`config.mk`:
```
export PLATFORM = sky130hd
export DESIGN_NAME = mux8_rr_arbiter
export DESIGN_NICKNAME = d
export VERILOG_FILES = /design/src/rtl/mux8_rr_arbiter.sv
export SDC_FILE = /design/constraint.sdc
export NUM_CORES = 1
export LEC_CHECK = 0
export CAP_MARGIN = 20
export CORE_MARGIN = 1.5
export CORE_UTILIZATION = 57
export CTS_BUF_LIST = sky130_fd_sc_hd__clkbuf_8
export DETAILED_ROUTE_END_ITERATION = 12
export GPL_ROUTABILITY_DRIVEN = 1
export HOLD_SLACK_MARGIN = 0.03
export PLACE_DENSITY_LB_ADDON = 0.25
export SETUP_SLACK_MARGIN = 0.2
export SLEW_MARGIN = 20
export SYNTH_ARGS = -nofsm -noshare
export SYNTH_HDL_FRONTEND = slang
export SYNTH_SLANG_ARGS = --single-unit
export TNS_END_PERCENT = 30
```
`constraint.sdc`:
```
create_clock -name clk -period 5.3 [get_ports clk]
set_input_delay 1.59 -clock clk [delete_from_list [all_inputs] [get_ports clk]]
set_output_delay 1.59 -clock clk [all_outputs]
set_load 0.1 [all_outputs]
```
`src/rtl/mux8_rr_arbiter.sv`:
```
// ---------------------------------------------------------------------------
// mux8_rr_arbiter
//
// Round-robin arbiter and select sequencer for the shared 8:1 bit mux.
// Eight level-sensitive requesters contend for the mux output. One owner
// is granted at a time. The block drives the mux select directly, along
// with a one-hot grant vector and a valid flag. All outputs are registered.
//
// Optional feature:
//   Define MUX8_ARB_HOLD_LIMIT_EN to compile in the hold limit. When it is
//   defined, an owner that has held the mux for MAX_HOLD consecutive cycles
//   is re-arbitrated even though it is still requesting. When it is not
//   defined, an owner keeps the grant until it drops its request.
//
// Parameters:
//   MAX_HOLD  maximum consecutive grant cycles per owner (1..255).
//             Used only when the hold limit is compiled in.
//
// Ports:
//   clk    in   system clock, rising edge
//   rst    in   synchronous active-high reset
//   req    in   [7:0] request vector, bit i = requester i
//   sel    out  [2:0] mux select (index of the current owner)
//   grant  out  [7:0] one-hot grant, zero when idle
//   valid  out  high while a grant is active
//   chg    out  one-cycle pulse on the first cycle of a grant to a new owner
// ---------------------------------------------------------------------------
module mux8_rr_arbiter #(
    parameter int MAX_HOLD = 4
) (
    input  logic       clk,
    input  logic       rst,
    input  logic [7:0] req,
    output logic [2:0] sel,
    output logic [7:0] grant,
    output logic       valid,
    output logic       chg
);

    typedef enum logic {
        IDLE  = 1'b0,
        GRANT = 1'b1
    } state_t;

    localparam logic [7:0] HOLD_LAST = 8'(MAX_HOLD - 1);

    state_t     state_reg, state_next;
    logic [2:0] sel_reg,   sel_next;
    logic [2:0] ptr_reg,   ptr_next;
    logic [7:0] grant_reg, grant_next;
    logic [7:0] cnt_reg,   cnt_next;
    logic       chg_reg,   chg_next;

    logic [7:0] rot_req;
    logic [2:0] rot_off;
    logic [2:0] arb_idx;
    logic       any_req;
    logic       hold_hit;
    logic       do_load;

    // Rotate the request vector so that bit 0 corresponds to the requester
    // at ptr_reg. The 3-bit sum wraps naturally, giving the mod-8 search.
    generate
        for (genvar gi = 0; gi < 8; gi++) begin : g_rot
            assign rot_req[gi] = req[3'(ptr_reg + 3'(gi))];
        end
    endgenerate

    // Lowest set bit of the rotated vector is the winner's offset from ptr.
    always_comb begin
        rot_off = 3'd0;
        for (int i = 7; i >= 0; i--) begin
            if (rot_req[i]) begin
                rot_off = 3'(i);
            end
        end
    end

    assign any_req = |req;
    assign arb_idx = 3'(ptr_reg + rot_off);

`ifdef MUX8_ARB_HOLD_LIMIT_EN
    // The hold limit re-arbitrates from sel+1. Every grant load already
    // set ptr to owner+1, so the shared rotator gives the right search
    // start without a separate path.
    assign hold_hit = (cnt_reg == HOLD_LAST);
`else
    logic unused_hold;
    assign hold_hit    = 1'b0;
    assign unused_hold = (cnt_reg == HOLD_LAST);
`endif

    always_comb begin
        state_next = state_reg;
        sel_next   = sel_reg;
        ptr_next   = ptr_reg;
        grant_next = grant_reg;
        cnt_next   = cnt_reg;
        chg_next   = 1'b0;
        do_load    = 1'b0;

        case (state_reg)
            IDLE: begin
                if (any_req) begin
                    do_load = 1'b1;
                end
            end
            GRANT: begin
                if (!req[sel_reg] || hold_hit) begin
                    if (any_req) begin
                        // Handover in the same cycle: no idle gap.
                        do_load = 1'b1;
                    end else begin
                        // sel and ptr keep their values while idle.
                        state_next = IDLE;
                        grant_next = 8'h00;
                    end
                end else if (cnt_reg != 8'hFF) begin
                    cnt_next = cnt_reg + 8'd1;
                end
            end
            default: begin
                state_next = IDLE;
                grant_next = 8'h00;
            end
        endcase

        if (do_load) begin
            state_next = GRANT;
            sel_next   = arb_idx;
            grant_next = 8'h01 << arb_idx;
            cnt_next   = 8'h00;
            ptr_next   = 3'(arb_idx + 3'd1);
            // A sole requester re-granted by the hold limit is not a change.
            chg_next   = (state_reg == IDLE) || (arb_idx != sel_reg);
        end
    end

    always_ff @(posedge clk) begin
        if (rst) begin
            state_reg <= IDLE;
            sel_reg   <= 3'd0;
            ptr_reg   <= 3'd0;
            grant_reg <= 8'h00;
            cnt_reg   <= 8'h00;
            chg_reg   <= 1'b0;
        end else begin
            state_reg <= state_next;
            sel_reg   <= sel_next;
            ptr_reg   <= ptr_next;
            grant_reg <= grant_next;
            cnt_reg   <= cnt_next;
            chg_reg   <= chg_next;
        end
    end

    assign sel   = sel_reg;
    assign grant = grant_reg;
    assign valid = (state_reg == GRANT);
    assign chg   = chg_reg;

endmodule

```
## Word-level counts from Yosys, hierarchy flattened

Cells that the tools add are included.

- Add/sub/neg operators: 9
- Bitwise gates (word level): 2
- Order comparisons: 9
- Eq/ne operators: 3
- Multiplexer cells: 36
- Reduce and logical (&&, ||, !) cells: 5
- Shift operators: 1

Operator list:

| kind | number |
|---|---|
| < comparator 3 x 4 -> 1 bit (second input constant) | 9 |
| 2-to-1 mux 8 bit | 4 |
| binary-select mux 1 bit (select 3 bit) | 9 |
| 2-to-1 mux 3 bit | 8 |
| 2-to-1 mux 1 bit | 14 |
| adder 3 bit (second input constant) | 4 |
| OR reduction 8 bit | 1 |
| left shift 1 x 3 -> 8 bit (first input constant) | 1 |
| adder 3 x 1 -> 3 bit (second input constant) | 2 |
| adder 3 x 2 -> 3 bit (second input constant) | 2 |
| adder 3 bit | 1 |
| != test 3 bit | 1 |
| AND reduction 3 bit | 1 |
| != test 2 x 1 -> 1 bit (second input constant) | 1 |
| != test 2 bit (second input constant) | 1 |
| inverter 1 bit | 2 |
| case mux 1 bit (2 select lines) | 1 |
| nonzero test 2 bit | 1 |
| OR reduction 2 bit | 1 |
| logical OR 1 bit | 1 |

- Logic and storage cells: 70
- Register bits after elaboration: 16
- Bits of input ports: 10

## Longest topological paths before layout

- Depth after elaboration: 14
- Depth in mapped cells: 20
- Gate-level depth less buffers: 16

## Worst setup path after synthesis

OpenSTA, ideal clock, no wires.

- Path type: input-to-reg
- From: input port req[4]
- To: register ptr_reg[2]
- Cell stages on the path: 16
- Path buffers: 1
- Path slack: 0.722 ns
- Data arrival time: 4.462 ns
- Library setup time: 0.116 ns
- Required time: 5.184 ns
- Path through: mux4_2 -> mux2_2 -> nor2_1 -> nor3_1 -> a211oi_1 -> o21ai_1 -> a221oi_1 -> ha_1 -> inv_1 -> fa_1 -> clkbuf_2 -> xnor2_2 -> inv_2 -> ha_1 -> a21oi_1 -> nor2_1

- Cells in the longest elaborated chain, start to end: 12

Ends and longest elaborated chain:

| element | RTL line | RTL |
|---|---|---|
| start: declaration | 33 | `input logic [7:0] req,` |
| binary-select mux 1 bit (select 3 bit) | 65 | `assign rot_req[gi] = req[3'(ptr_reg + 3'(gi))];` |
| 2-to-1 mux 1 bit (implied by the code) | 65 |  |
| 2-to-1 mux 3 bit (8 in a row) | 73 | `if (rot_req[i]) begin` |
| adder 3 bit | 80 | `assign arb_idx = 3'(ptr_reg + rot_off);` |
| adder 3 x 1 -> 3 bit | 133 | `ptr_next = 3'(arb_idx + 3'd1);` |
| end signal: assignment | 150 | `ptr_reg <= ptr_next;` |
| end: declaration | 49 | `logic [2:0] ptr_reg, ptr_next;` |

Parallel ways exist; a longest one is shown, timed or not. The select of a mux whose other input is x is not followed.
A chain may end at the register's enable or synchronous reset.

## Worst setup path after layout

- From: input port req[6]
- To: register ptr_reg[2]

- Cells in the longest elaborated chain, start to end: 12

Ends and longest elaborated chain:

| element | RTL line | RTL |
|---|---|---|
| binary-select mux 1 bit (select 3 bit) | 65 |  |
| 2-to-1 mux 1 bit (implied by the code) | 65 |  |
| 2-to-1 mux 3 bit (7 in a row) | 73 |  |
| 2-to-1 mux 3 bit (*) | 73 |  |
| adder 3 bit (*) | 80 |  |
| via arb_idx[1] | 56 | `logic [2:0] arb_idx;` |
| adder 3 x 1 -> 3 bit (*) | 133 |  |

Mark *: on every way through the listed nets, which the timed path passes. The rest lies on a longest branch. The select of a mux whose other input is x is not followed.

==> summary.md <==
| Metric | Value |
|---|---|
| Syn_nets | 179 |
| GR Util met2 | 40.2% |
| Mean Syn Cell Area | 10.4 µm² |
| Slowest CP cell | fa_1 |
| Die ar. | 3270 µm² |
| Yosys top cell area share | 19.2% |
| CTS tree | yes |
| Floorplan row count | 19 |
| Mapped Area | 1670 µm² |
| Ranking of synthesized cells by area | dfxtp_1 (19%), mux4_2 (12%), ha_1 (6.0%), mux2i_1 (5.4%), mux4_1 (4.7%) |
| First-pass GRT wire length | 6400 µm |
| CTS Buffer Depth | 2 |
| Met3 usage | 5.22% |
| Setup crit end kind | flop |
| Main synth FF type | dfxtp_1 |
| Arr. time, crit path | 5.06 ns |
| Critical path required time | 5.43 ns |
| CP cell instances | clkdlybuf4s50_1 > mux4_2 > mux2_2 > nor2_1 > nor3_1 > a211oi_1 > o21ai_1 > a221oi_1 > ha_1 > inv_1 > fa_1 > inv_1 > ha_1 > ha_1 > a21oi_1 > nor2_1 |
| Vias in the first global route | 1371 |
| Pin count of the biggest net entering global routing | 20 |
| Clock period minus worst slack | 4.93 ns |
| GRT busiest layer | met2 |
| Most used cell, CP | ha_1 |
| Clock Skew | 0.000921 ns |
| Ant. Diodes | 0 |
| Initial antenna violation count | 0 |
| Status | finished clean |
| Clk slew on worst S/H paths | 0.06 ns |
| Number of max-cap violations | 0 |
| Postcts setup bufs | 0 |
| Setup TNS Final | 0 ns |
| H-tree Lvls | 1 |
| Die H | 57.2 µm |
| Core ar. | 2760 µm² |
| Sequential area share after synthesis | 19.2% |
| Hold Vio Cnt, Final | 0 |
| Post-DP HPWL | 2880 µm |
| DR iter-0 viols | 54 |
| Root Driver | clkbuf_8 |
| Grt total ovfl | 0 |
| Synth Warn # | 0 |
| Vias | 1429 |
| Yosys reg bits | 16 |
| Slew Limit Fails | 0 |
| M1 GR Usage | 35.0% |
| Nets | 207 |
| Largest stage delay, worst path | 0.50 ns |
| Area leader, netlist | dfxtp_1 |
| Crit path launch type | input port |
| Cts bufs inserted | 3 |
| Routed Antenna Nets | 0 |
| Initial Util | 60.6% |
| Layout area overhead | 19.1% |
| Yosys cell types | 52 |
| Vias per inst | 6.59 |
| Input/output buffers | 22 |
| Number of enable flip-flop cells after synthesis | 0 |
| DRC | 0 |
| Tcrit/Tclk final | 93.1% |
| Worst-path fanout max | 4 |
| Setup CP Type | in -> reg |
| All-layer global routing usage | 25.1% |
| Die width | 57.2 µm |
| Max-slew headroom | 35.1% |
| # hold bufs at CTS | 0 |
| Clock Sinks | 16 |
| Hold Path Class | reg -> reg |
| Fraction of registers with async set/reset | 0% |
| Routability cong. | 0.930 |
| IO Count | 23 |
| RSZ-0062 raised after global routing | yes |
| Drt first pass iters | 4 |
| Drt total wl | 3750 µm |
| DR WL/cell | 17.3 µm |
| Max reg flops | 8 |
| F_max | 0.203 GHz |
| Clock Latency Late Sink | 0.25 ns |
| Post_cts resized | 0 |
| Setup-failing EPs final | 0 |
| Worst-margin pin slew | 0.970 ns |
| Cells after synthesis | 160 |
| Share of cells above drive strength 1 | 21.5% |
cell usage in the layout, fill, tap and decap left out, types with 3 or more instances in the layout:
master	n
dfxtp_1	16
a211oi_1	4
clkbuf_8	3
a21oi_1	4
xnor2_1	4
mux4_1	3
inv_1	6
nor3b_1	4
mux2_2	6
mux4_2	9
ha_1	8
nor2_1	15
a32o_1	7
o21ai_1	4
clkdlybuf4s50_1	22
mux2i_1	9
buf_4	12
and2_1	3
nor3_1	7
Yosys cell counts (2+ instances only):
library cell	count
o21ai_0	2
and2_1	3
o21a_1	2
clkbuf_1	4
nor2_1	15
dfxtp_1	16
and3b_1	2
mux2_4	2
a21oi_1	4
o21ai_1	4
inv_1	6
a211oi_1	4
nor2b_1	2
xnor2_1	4
mux2_2	6
buf_6	2
nand2_1	2
xor2_1	2
mux2i_1	9
o211ai_1	2
a32oi_1	2
ha_1	8
nand3_1	2
buf_2	2
mux4_1	3
nor3_1	7
nor3b_1	4
mux4_2	9
a32o_1	7
worst max-delay path, delay by kind of cell:
family                   cells  cell delay, ns
AND/OR/NAND/NOR              3            0.24
multiplexers                 2            0.76
adder cells (fa/ha/maj)      4            1.18
buffers and inverters        3            0.58
AO/OA/AOI/OAI                4            0.72
routing by layer:
layer,vias to the layer above,share of wire [%]
met2,47,47
met4,0,2.0
li1,679,-
met5,-,0
met3,8,3.9
met1,695,47
area by class of cell:
class                           count  area [µm²]
Multi-Input combinational cell    125        1250
Inverter                            8        30.0
Clock buffer                        3        41.3
Tap cell                           31        38.8
Sequential cell                    16         320
Timing Repair Buffer               34         310
Fill cell                         214         767
through the flow:
step           setup WS [ns]  hold slack [ns]  instance area (µm²)  instances  util, %
2_1_floorplan          0.722            0.684                 1670        160        -
6_report               0.367            0.471                 1990        217     72.2
4_1_cts                0.369            0.478                 1990        217     72.2
5_1_grt                0.133            0.495                 1990        217     72.2
3_5_place_dp           0.117            0.458                 1950        214     70.7
3_3_place_gp           0.245            0.450                 1950        214     70.7
path summary, 6_finish.rpt:
check              from         end  slack (ns)  cells after the start
max              req[6]  ptr_reg[2]        0.37                     16
min            grant[6]    grant[6]        0.47                      1
min reg2reg    grant[6]    grant[6]        0.47                      1
max reg2reg  ptr_reg[2]  ptr_reg[2]        1.09                     15
cells by family after synthesis:
kind of cell | after synthesis | synth area share [%]
flops | 16 | 19.2
buf+inv | 19 | 6.06
simple gates | 43 | 14.2
fa+ha+maj | 9 | 7.19
mux | 30 | 29.4
compound gates | 35 | 18.2
xor+xnor | 8 | 5.76
Power is left out: the tool's default activity adds up to more than one toggle a clock period on the data nets, which glitch-free logic cannot reach.
